File: config.mk
export PLATFORM = sky130hd
export DESIGN_NAME = uart_rx
export DESIGN_NICKNAME = d
export VERILOG_FILES = /design/src/rtl/uart_rx.sv
export SDC_FILE = /design/constraint.sdc
export NUM_CORES = 1
export LEC_CHECK = 0
export BUFFER_PORTS_ARGS = -buffer_cell sky130_fd_sc_hd__buf_2
export CAP_MARGIN = 40
export CORE_ASPECT_RATIO = 1.2
export CORE_MARGIN = 2
export CORE_UTILIZATION = 45
export CTS_BUF_LIST = sky130_fd_sc_hd__clkbuf_16
export DETAILED_ROUTE_END_ITERATION = 12
export PLACE_DENSITY = 0.65
export SLEW_MARGIN = 15
export SYNTH_ARGS = -nofsm -noshare
export SYNTH_HDL_FRONTEND = slang
export SYNTH_SLANG_ARGS = --single-unit
File: constraint.sdc
create_clock -name clk -period 4.67 [get_ports clk]
set_clock_uncertainty 0.2 [all_clocks]
set_input_delay 0.2335 -clock clk [delete_from_list [all_inputs] [get_ports clk]]
set_output_delay 0.2335 -clock clk [all_outputs]
set_load 0.01 [all_outputs]
File: src/rtl/uart_rx.sv
// UART receiver: 8 data bits LSB first, one parity bit (even/odd selectable), one stop bit.
// Samples mid-bit from a 2-flop synchronised line and reports each frame with a one-cycle flag.
module uart_rx #(
  parameter int unsigned CLKS_PER_BIT = 5208
) (
  input  logic       clk,
  input  logic       rst,
  input  logic       rx,
  input  logic       Parity_sel,
  output logic [7:0] data,
  output logic       inFlag,
  output logic       parity_err,
  output logic       frame_err,
  output logic       busy
);

  localparam int unsigned CNT_W = (CLKS_PER_BIT > 1) ? $clog2(CLKS_PER_BIT) : 1;
  localparam logic [CNT_W-1:0] BIT_LAST  = CNT_W'(CLKS_PER_BIT - 1);
  localparam logic [CNT_W-1:0] HALF_LAST = CNT_W'(CLKS_PER_BIT / 2 - 1);

  typedef enum logic [2:0] {
    IDLE   = 3'd0,
    START  = 3'd1,
    DATA   = 3'd2,
    PARITY = 3'd3,
    STOP   = 3'd4
  } state_t;

  state_t           state_q, state_d;
  logic [CNT_W-1:0] cnt_q, cnt_d;
  logic [2:0]       bit_idx_q, bit_idx_d;
  logic [7:0]       shift_q, shift_d;
  logic             psel_q, psel_d;
  logic             perr_pend_q, perr_pend_d;
  logic [7:0]       data_q, data_d;
  logic             inflag_q, inflag_d;
  logic             perr_q, perr_d;
  logic             ferr_q, ferr_d;
  logic             busy_q, busy_d;

  logic rx_meta_q, rx_s_q, rx_prev_q;
  logic bit_end;

  // Two-flop synchroniser plus one delayed copy for falling-edge detection
  always_ff @(posedge clk or negedge rst) begin
    if (!rst) begin
      rx_meta_q <= 1'b1;
      rx_s_q    <= 1'b1;
      rx_prev_q <= 1'b1;
    end else begin
      rx_meta_q <= rx;
      rx_s_q    <= rx_meta_q;
      rx_prev_q <= rx_s_q;
    end
  end

  always_ff @(posedge clk or negedge rst) begin
    if (!rst) begin
      state_q     <= IDLE;
      cnt_q       <= '0;
      bit_idx_q   <= '0;
      shift_q     <= '0;
      psel_q      <= 1'b0;
      perr_pend_q <= 1'b0;
      data_q      <= '0;
      inflag_q    <= 1'b0;
      perr_q      <= 1'b0;
      ferr_q      <= 1'b0;
      busy_q      <= 1'b0;
    end else begin
      state_q     <= state_d;
      cnt_q       <= cnt_d;
      bit_idx_q   <= bit_idx_d;
      shift_q     <= shift_d;
      psel_q      <= psel_d;
      perr_pend_q <= perr_pend_d;
      data_q      <= data_d;
      inflag_q    <= inflag_d;
      perr_q      <= perr_d;
      ferr_q      <= ferr_d;
      busy_q      <= busy_d;
    end
  end

  assign bit_end = (cnt_q == BIT_LAST);

  // Next-state and registered-output logic
  always_comb begin
    state_d     = state_q;
    cnt_d       = cnt_q;
    bit_idx_d   = bit_idx_q;
    shift_d     = shift_q;
    psel_d      = psel_q;
    perr_pend_d = perr_pend_q;
    data_d      = data_q;
    inflag_d    = 1'b0;
    perr_d      = perr_q;
    ferr_d      = ferr_q;

    unique case (state_q)
      IDLE: begin
        cnt_d = '0;
        if (rx_prev_q && !rx_s_q) begin
          state_d = START;
          psel_d  = Parity_sel;
        end
      end

      START: begin
        if (cnt_q == HALF_LAST) begin
          cnt_d     = '0;
          bit_idx_d = '0;
          state_d   = rx_s_q ? IDLE : DATA;
        end else begin
          cnt_d = cnt_q + CNT_W'(1);
        end
      end

      DATA: begin
        if (bit_end) begin
          cnt_d     = '0;
          shift_d   = {rx_s_q, shift_q[7:1]};
          bit_idx_d = bit_idx_q + 3'd1;
          if (bit_idx_q == 3'd7) state_d = PARITY;
        end else begin
          cnt_d = cnt_q + CNT_W'(1);
        end
      end

      PARITY: begin
        if (bit_end) begin
          cnt_d       = '0;
          perr_pend_d = ((^shift_q) ^ rx_s_q) != psel_q;
          state_d     = STOP;
        end else begin
          cnt_d = cnt_q + CNT_W'(1);
        end
      end

      STOP: begin
        if (bit_end) begin
          cnt_d    = '0;
          data_d   = shift_q;
          perr_d   = perr_pend_q;
          ferr_d   = !rx_s_q;
          inflag_d = 1'b1;
          state_d  = IDLE;
        end else begin
          cnt_d = cnt_q + CNT_W'(1);
        end
      end

      default: begin
        cnt_d   = '0;
        state_d = IDLE;
      end
    endcase

    busy_d = (state_d != IDLE);
  end

  assign data       = data_q;
  assign inFlag     = inflag_q;
  assign parity_err = perr_q;
  assign frame_err  = ferr_q;
  assign busy       = busy_q;

endmodule

==> reports/metrics.yaml, run 1 <==
run_status:
  outcome: "completed"
floorplan:
  fp.dieW_um: 64.5
  core_um2: 4230
  initial_core_util_pct: 46.7
  die-height_um: 76.5
  rows: 26
  die-area_um2: 4930
  pin_count: 16
synthesis:
  synth_area_leaders: "dfrtp_1, mux2_2, xnor2_1, dfstp_2, nor2_1"
  muxShareOfSynthArea_pct: 10.8
  syn_avg_cell_area_um2: 12.4
  synthAdderAreaFrac_pct: 1.90
  ys_warn_count: 0
  yosysSeqAreaShare_pct: 56.0
  synth-xor-area-share_pct: 8.88
  synth_top_family_by_area: "simple AND/OR/NAND/NOR gates"
  yosysUniqueCellTypes: 38
  synth_seq_cells: 44
  synth_area_leader_cell: "dfrtp_1"
  synth_compound_area_share_pct: 3.55
  synth-simple-area-share_pct: 17.8
  synth_nets: 166
  syn_inst: 159
  syn_area_um2: 1970
  yosysTopAreaCellShare_pct: 52.0
clocking:
  clk_latency_ns: 0.28
  cts-buffers-inserted: 5
  cts_root_buf: "clkbuf_16"
  clk_pin_slew_ns: 0.06
  cts_num_sinks: 44
  htree_levels: 2
  cts_tree: "done"
  postCtsSetupRepairBufs: 0
  cts_buffer_depth: 2
detailed_routing:
  vias_per_cell: 5.27
  route.detailed.drc: 0
  drtAntennaViolNets: 0
  num_vias: 1259
  wl_met3_um: 91
  drtIter0Drc: 58
  wl_met1_mm: 1.43
  highest_layer: "met4"
  firstDrtPassIters: 4
  wl_mm: 3.49
  routedWlPerCell_um: 14.6
  wl_met2_mm: 1.90
setup_path:
  worstReg2RegStart: "cnt_q[0]"
  worst_setup_path_end_kind: "register"
  r2r-end: "bit_idx_q[0]"
  path_class: "register to register"
  cp_cell_sequence: "ha_1 > or3b_1 > nand4b_4 > or3_1 > a21o_1 > mux2_2"
  max_stage_delay_ns: 0.49
  path_max_fanout: 7
  reg2reg_depth: 6
  crit_slowest_cell: "or3_1"
  start_kind: "register"
  critical_path_arrival_ns: 2.59
  required_ns: 4.64
  reg2reg_slack_ns: 2.05
flow_run:
  maxCapViolCount: 0
layout:
  nets: 189
  area_growth_pct: 18.1
  drive_gt1_share_pct: 31.7
  layout_common_cells: "dfrtp_1, nor2_1, mux2_2, buf_2, xnor2_1"
  final_common_cell: "dfrtp_1"
  final_util_pct: 55.1
  diodes: 0
placement:
  hpwl_mm: 2.54
  place_ws_ns: 2.06
  port_buffers: 15
  place_congestion: 0.879
global_route:
  grt_pass1_wl_mm: 6.04
  grt_pass1_vias: 1348
  grt_usage_pct: 15.9
  overflow: 0
  antenna_found_initial: 0
  grt_start_max_net_pins: 37
sta:
  finalCriticalPeriod_ns: 2.62
  finalSetupTns_ns: 0
  finalMaxSlewViolations: 0
  relSlewSlack_pct: 60.0
  worst_slew_pin_slew_ns: 0.597
  period_share_pct: 56.1
  timing.fmax_mhz: 382
  final-setup-viol-count: 0
  hold_viol: 0
  rsz0062_at_grt: "no"
  fin_ws_ns: 2.05
worst_hold_path:
  hold_class: "input pin to async pin"
pwr:
  peakVddDrop_mv: 0.284
  p_leak_nw: 1.15
  p_per_area_nw_per_um2: 409
==> synthesized netlist by cell type <==
cell	n
nand4b_4	1
o21ai_0	1
a21o_1	1
xor2_1	7
nand2b_1	2
a2111o_1	1
or3_1	2
nor3_2	1
a31o_2	1
a22o_1	2
mux2_2	18
or3b_2	2
buf_2	2
dfrtp_1	41
nor3_1	4
nand3_1	4
clkbuf_1	2
and3_1	1
and3b_1	1
nor4b_2	1
nand3b_1	1
or2_2	2
ha_1	3
nor2_1	18
inv_1	1
nand4_1	4
and3_2	1
dfstp_2	3
and2_2	1
mux2_1	1
or3b_1	1
nor2b_1	2
nor4_2	1
or4b_4	1
or2_1	1
a21oi_1	4
nand2_1	6
xnor2_1	13
==> report_power, final <==
group	switching (W)	internal [W]
combinational	0.0000504	0.0000552
clock	0.000145	0.000254
sequential	0.0000370	0.000411
==> worst max path at each step <==
stage                   end  cells past startpoint  slack (ns)  startpoint
3_5_place_dp   bit_idx_q[0]                      6        2.06    cnt_q[0]
3_3_place_gp       cnt_q[8]                      6        2.10    cnt_q[0]
2_1_floorplan  bit_idx_q[0]                      7        2.26    cnt_q[0]
4_1_cts        bit_idx_q[0]                      6        2.06    cnt_q[0]
5_1_grt        bit_idx_q[0]                      6        1.97    cnt_q[0]
6_report       bit_idx_q[0]                      6        2.05    cnt_q[0]
==> flip-flops by register name, indices dropped and copies added (netlist names), 3 cells and up <==
name	cells
bit_idx_q	3
state_q	3
cnt_q	13
data	8
shift_q	8
==> worst max-delay path, delay by kind of cell, from the launching register on <==
family	cells	cell delay, ns
simple gates	3	1.11
flops	1	0.42
compound gates	1	0.26
mux	1	0.26
fa+ha+maj	1	0.24
==> layer usage <==
layer | track usage, % | vias to the layer above
met5 | 0 | -
met4 | 7.02 | 0
met3 | 4.58 | 6
met2 | 28.1 | 19
met1 | 17.5 | 638
li1 | - | 596
==> area by class of cell <==
class                   instances  area [um^2]
multi-input cells             110          847
clock inverters                 3         47.5
fillers                       376         1900
well taps                      56         70.1
clock buffers                   5          125
inverters                       1         3.75
flip-flops and latches         44         1100
repair buffers                 20          133
==> logic make-up after synthesis <==
| kind of cell | after synthesis |
|---|---|
| adder cells (fa/ha/maj) | 3 |
| multiplexers | 19 |
| AND/OR/NAND/NOR | 58 |
| AO/OA/AOI/OAI | 10 |
| XOR/XNOR | 20 |
| buffers and inverters | 5 |
| flip-flops | 44 |
==> stage by stage <==
step	instances	hold slack, ns	instance area, um^2	power, W
2_1_floorplan	159	-0.262	1970	0.000525
3_3_place_gp	226	0.142	2100	0.000549
3_5_place_dp	228	-0.0952	2130	0.000560
4_1_cts	239	0.145	2330	0.000963
5_1_grt	239	0.155	2330	0.000997
6_report	239	0.136	2330	0.000953
==> timing repair <==
item | CTS | global route
hold buffers | 3 | 0
gates resized for setup | 0 | 0
hold endpoints to repair | 43 | 0
Power figures use the tool's default switching activity.
==> inputs of run 2 (changes only) <==
==> constraint.sdc (replaced) <==
create_clock -name clk -period 2.5 [get_ports clk]
set_clock_uncertainty 0.2 [all_clocks]
set_input_delay 0.125 -clock clk [delete_from_list [all_inputs] [get_ports clk]]
set_output_delay 0.125 -clock clk [all_outputs]
set_load 0.01 [all_outputs]
==> run 2 against run 1 <==
Setup slack lost 1.9 ns. Total power grew 110%. Critical path depth is the same. Cell count grew 2.1%. Final area grew 4.7%. Critical endpoint unchanged. Largest cell class unchanged. Highest routed layer unchanged.
==> reports/metrics.yaml, run 2 (synthesis gave the netlist of run 1 again) <==
sta:
  final-setup-viol-count: 0
  finalCriticalPeriod_ns: 2.39
  relSlewSlack_pct: 64.1
  timing.fmax_mhz: 419
  hold_slack_ns: 0.156
  worst_slew_pin_slew_ns: 0.538
  hold_viol: 0
  fin_ws_ns: 0.114
  finalMaxSlewViolations: 0
  period_share_pct: 95.4
pwr:
  p_leak_nw: 1.21
  p_per_area_nw_per_um2: 835
  peakVddDrop_mv: 0.520
layout:
  largest_register: "cnt_q"
  stdcell_area_um2: 2440
  nets: 194
  largest_register_ffs: 13
  final_common_cell: "dfrtp_1"
  nFillCells: 338
  diodes: 0
  drive_gt1_share_pct: 34.0
  area_growth_pct: 23.7
  layout_common_cells: "dfrtp_1, nor2_1, mux2_2, buf_2, xnor2_1"
  post_layout_nonfiller_instances: 244
  final_util_pct: 57.7
floorplan:
  die-area_um2: 4930
  initial_core_util_pct: 46.7
  core_um2: 4230
  rows: 26
  pin_count: 16
  die-height_um: 76.5
  fp.dieW_um: 64.5
placement:
  place_ws_ns: 0.0748
  hpwl_mm: 2.56
  place_congestion: 0.769
  place_inst: 231
  port_buffers: 15
  place_area_um2: 2160
global_route:
  grt_usage_pct: 17.1
  grt_pass1_wl_mm: 6.39
  grt_pass1_vias: 1371
  antenna_found_initial: 0
  overflow: 0
  grt_start_max_net_pins: 24
detailed_routing:
  wl_met1_mm: 1.48
  highest_layer: "met4"
  routedWlPerCell_um: 14.8
  drtIter0Drc: 32
  drtAntennaViolNets: 0
  wl_mm: 3.61
  wl_met3_um: 99
  num_vias: 1262
  route.detailed.drc: 0
  wl_met2_mm: 2.00
  firstDrtPassIters: 4
  vias_per_cell: 5.17
setup_path:
  path_class: "register to register"
  start_kind: "register"
  required_ns: 2.46
  critical_path_arrival_ns: 2.35
  path_max_fanout: 7
  worst_setup_path_end_kind: "register"
clocking:
  cts_buffer_depth: 2
  clk_pin_slew_ns: 0.06
  cts_num_sinks: 44
  cts_root_buf: "clkbuf_16"
  clk_latency_ns: 0.28
  cts_tree: "done"
  cts-buffers-inserted: 5
  htree_levels: 2
worst_hold_path:
  hold_class: "input pin to async pin"
flow_run:
  maxCapViolCount: 0
run_status:
  outcome: "completed"
run 2: timing repair:
| item | in CTS | in global routing |
|---|---|---|
| hold buffers | 3 | 0 |
| setup endpoints to repair | 0 | 18 |
| setup buffers | 0 | 2 |
| hold endpoints to repair | 24 | 0 |
| resized for setup | 0 | 3 |
run 2: worst paths after layout:
kind / start / endpoint / slack [ns] / cells after the start
max in group asynchronous: rst / rx_prev_q / 1.38 / 3
min in group clk: rx_meta_q / rx_s_q / 0.16 / 0
max: cnt_q[0] / bit_idx_q[0] / 0.11 / 6
min: rst / cnt_q[5] / 0.16 / 2
min reg2reg: rx_meta_q / rx_s_q / 0.16 / 0
max reg2reg: cnt_q[0] / bit_idx_q[0] / 0.11 / 6
run 2: cell type report:
cell class	count	area (um^2)	area share [%]
Clock buffer	5	125	5.13
Clock inverter	3	90.1	3.69
Tap cell	56	70.1	2.87
Sequential cell	44	1100	45.3
Inverter	1	3.75	0.154
Multi-Input combinational cell	110	868	35.6
Timing Repair Buffer	25	178	7.28
run 2: per-stage QoR:
step	setup TNS, ns	power, W
2_1_floorplan	0	0.000981
3_3_place_gp	0	0.00104
3_5_place_dp	0	0.00106
4_1_cts	0	0.00201
5_1_grt	-0.00457	0.00214
6_report	0	0.00204
run 2: power breakdown:
part | switching [W] | internal (W) | leakage [nW]
sequential | 0.0000569 | 0.000768 | 0.588
combinational | 0.000136 | 0.000149 | 0.514
clock | 0.000254 | 0.000673 | 0.104
total | 0.000446 | 0.00159 | 1.21
run 2: routing by layer:
layer | up-vias | global-route usage [%]
li1 | 603 | -
met1 | 641 | 18.6
met2 | 16 | 30.3
met3 | 2 | 5.47
met4 | 0 | 6.81
met5 | - | 0
run 2: critical path, stage by stage, from the launching register on:
cell and delay (ns):
dfrtp_1 0.40, ha_4 0.18, or3b_1 0.41, nand4b_4 0.23, or3_1 0.36, a21o_1 0.22
mux2_2 0.26
==> inputs of run 3 (changes only) <==
--- a/config.mk
+++ b/config.mk
@@ -5,6 +5,7 @@
 export SDC_FILE = /design/constraint.sdc
 export NUM_CORES = 1
 export LEC_CHECK = 0
+export ABC_AREA = 1
 export BUFFER_PORTS_ARGS = -buffer_cell sky130_fd_sc_hd__buf_2
 export CAP_MARGIN = 40
 export CORE_ASPECT_RATIO = 1.2
@@ -12,8 +13,7 @@
 export CORE_UTILIZATION = 45
 export CTS_BUF_LIST = sky130_fd_sc_hd__clkbuf_16
 export DETAILED_ROUTE_END_ITERATION = 12
-export PLACE_DENSITY = 0.65
-export SLEW_MARGIN = 15
+export PLACE_DENSITY = 0.64
 export SYNTH_ARGS = -nofsm -noshare
 export SYNTH_HDL_FRONTEND = slang
 export SYNTH_SLANG_ARGS = --single-unit
==> run 3 against run 2 <==
Wire length is 12% higher. Hold slack got worse by 0.038 ns. Combinational power fell by 18%. Sequential power shrank 0.6%. Sequential share of layout area decreased by 1.8 points. Via count increased by 36%. Critical endpoint is now shift_q[6]. Synthesized area increased by 12%.
==> reports/metrics.yaml, run 3 <==
setup_path:
  path_class: "register to register"
  cp_common_cell: "nand2_1"
  crit_slowest_cell: "dfrtp_1"
  reg2reg_depth: 7
  cp_top_family: "simple AND/OR/NAND/NOR gates"
  cp_cell_sequence: "ha_1 > nand2_1 > nor2_1 > nand4_1 > buf_4 > nand2_1 > o21ai_0"
  start_kind: "register"
  required_ns: 2.46
  r2r-end: "shift_q[6]"
  critPathLaunch: "cnt_q[0]"
  cp.depth: 7
  reg2reg_slack_ns: 0.57
  worst_setup_path_end_kind: "register"
  max_stage_delay_ns: 0.37
  critical_path_arrival_ns: 1.89
  cp.buffers_inverters: 1
  endpoint: "shift_q[6]"
  worstReg2RegStart: "cnt_q[0]"
  path_max_fanout: 14
layout:
  regArea_um2: 1100
  nets: 313
  largest_register: "cnt_q"
  nFillCells: 446
  post_layout_nonfiller_instances: 365
  stdcell_area_um2: 2540
  layout_common_cells: "nand2_1, dfrtp_1, inv_1, nor2_1, nand3_1"
  drive_gt1_share_pct: 16.0
  multi_input_area_um2: 926
  diodes: 0
  area_growth_pct: 14.9
  final_common_cell: "nand2_1"
  largest_register_ffs: 13
clocking:
  cts_buffer_depth: 2
  cts_num_sinks: 44
  postCtsSetupRepairBufs: 0
  clk_latency_ns: 0.28
  cts-buffers-inserted: 5
  htree_levels: 2
  cts_root_buf: "clkbuf_16"
  cts_tree: "done"
  clk_pin_slew_ns: 0.06
synthesis:
  synth_area_leader_cell: "dfrtp_1"
  synth_common_cells: "nand2_1, dfrtp_1, inv_1"
  yosysTopAreaCellShare_pct: 46.4
  ys_warn_count: 0
  yosysUniqueCellTypes: 25
  synth_area_leaders: "dfrtp_1, nand2_1, inv_1, nor2_1, nand3_1"
  synthFlopType: "dfrtp_1"
  synth_most_common_cell: "nand2_1"
  synth_seq_cells: 44
  synth_nets: 288
  syn_inst: 281
  synthAdderAreaFrac_pct: 1.70
  syn_area_um2: 2210
  synth_top_family_by_area: "simple AND/OR/NAND/NOR gates"
  synth_compound_area_share_pct: 5.94
  synth-xor-area-share_pct: 2.77
  synth_edf_count: 0
  synth-simple-area-share_pct: 30.9
  syn_avg_cell_area_um2: 7.87
  ys_async_sr_fraction_pct: 100
  muxShareOfSynthArea_pct: 0.509
  yosysSeqAreaShare_pct: 49.9
global_route:
  antenna_found_initial: 0
  grt_pass1_vias: 1609
  grt_usage_pct: 17.2
  grt_start_max_net_pins: 26
  grt_pass1_wl_mm: 7.12
  overflow: 0
detailed_routing:
  wl_mm: 4.06
  firstDrtPassIters: 4
  num_vias: 1716
  route.detailed.drc: 0
  vias_per_cell: 4.70
  drtAntennaViolNets: 0
  routedWlPerCell_um: 11.1
  drtIter0Drc: 97
flow_run:
  maxCapViolCount: 0
floorplan:
  pin_count: 16
  initial_core_util_pct: 47.5
  core_um2: 4660
  fp.dieW_um: 68.0
  rows: 27
  die-height_um: 80.8
  die-area_um2: 5500
sta:
  rsz0062_at_grt: "no"
  period_share_pct: 77.2
  timing.fmax_mhz: 518
  finalSetupTns_ns: 0
  final-setup-viol-count: 0
  finalMaxSlewViolations: 0
  relSlewSlack_pct: 70.6
  fin_ws_ns: 0.570
  worst_slew_pin_slew_ns: 0.442
  hold_viol: 0
  finalCriticalPeriod_ns: 1.93
pwr:
  p_leak_nw: 1.32
  p_per_area_nw_per_um2: 658
  peakVddDrop_mv: 0.328
placement:
  place_ws_ns: 0.575
  place_inst: 354
  place_area_um2: 2370
  hpwl_mm: 3.07
  place_congestion: 0.884
  port_buffers: 15
run_status:
  outcome: "completed"
worst_hold_path:
  hold_class: "input pin to async pin"
## run 3: worst register-to-register path: cells and delay by family (launching register included)
family,cells,cell delay [ns]
AND/OR/NAND/NOR,4,0.67
flip-flops,1,0.37
buffers and inverters,1,0.29
adder cells (fa/ha/maj),1,0.19
AO/OA/AOI/OAI,1,0.08
## run 3: cell families (layout without fill, tap and decap cells)
group           after synthesis  after routing
compound gates               20             20
xor+xnor                      7              7
fa+ha+maj                     3              3
buf+inv                      45             71
flops                        44             44
mux                           1              1
simple gates                161            161
## run 3: layout make-up
class	instances	share of cell area, %
Clock buffer	5	4.92
Clock inverter	3	0.591
Sequential cell	44	43.5
Tap cell	58	2.86
Inverter	42	6.20
Multi-Input combinational cell	192	36.4
Timing Repair Buffer	21	5.51
## run 3: where the power goes
part	switching [W]	internal, W	total [W]
combinational	0.000140	0.0000938	0.000234
sequential	0.0000516	0.000769	0.000820
clock	0.000256	0.000363	0.000618
total	0.000448	0.00123	0.00167
## run 3: metrics by stage
stage / total power (W) / hold slack [ns] / utilization, %
after global placement: 0.00106 / 0.0320 / 50.4
after CTS: 0.00169 / 0.132 / 54.5
final: 0.00167 / 0.118 / 54.5
after floorplan: 0.000995 / -0.371 / -
after detailed placement: 0.00106 / -0.106 / 50.9
after global routing: 0.00178 / 0.158 / 54.5
## run 3: how the worst min path moves through the flow
stage,startpoint,to,slack (ns)
floorplan,rst,bit_idx_q[0],-0.37
global placement,rx,rx_meta_q,0.03
detailed placement,rst,data[1],-0.11
CTS,rst,data[1],0.13
global route,rx_meta_q,rx_s_q,0.16
finish,rst,parity_err,0.12
## run 3: metal layers
layer  part of all wire [%]  track usage [%]  routed length [um]  vias up
met5                      0                0                   0        -
met3                    3.3             3.46                 132       10
met1                     45             21.3                1830      767
met2                     50             28.9                2010       26
li1                       -                -                   -      913
met4                    2.1             6.80                  87        0
## run 3: what timing repair did
item,CTS,global route
endpoints found under the hold margin,43,0
resized for setup,0,0
hold buffers,3,0
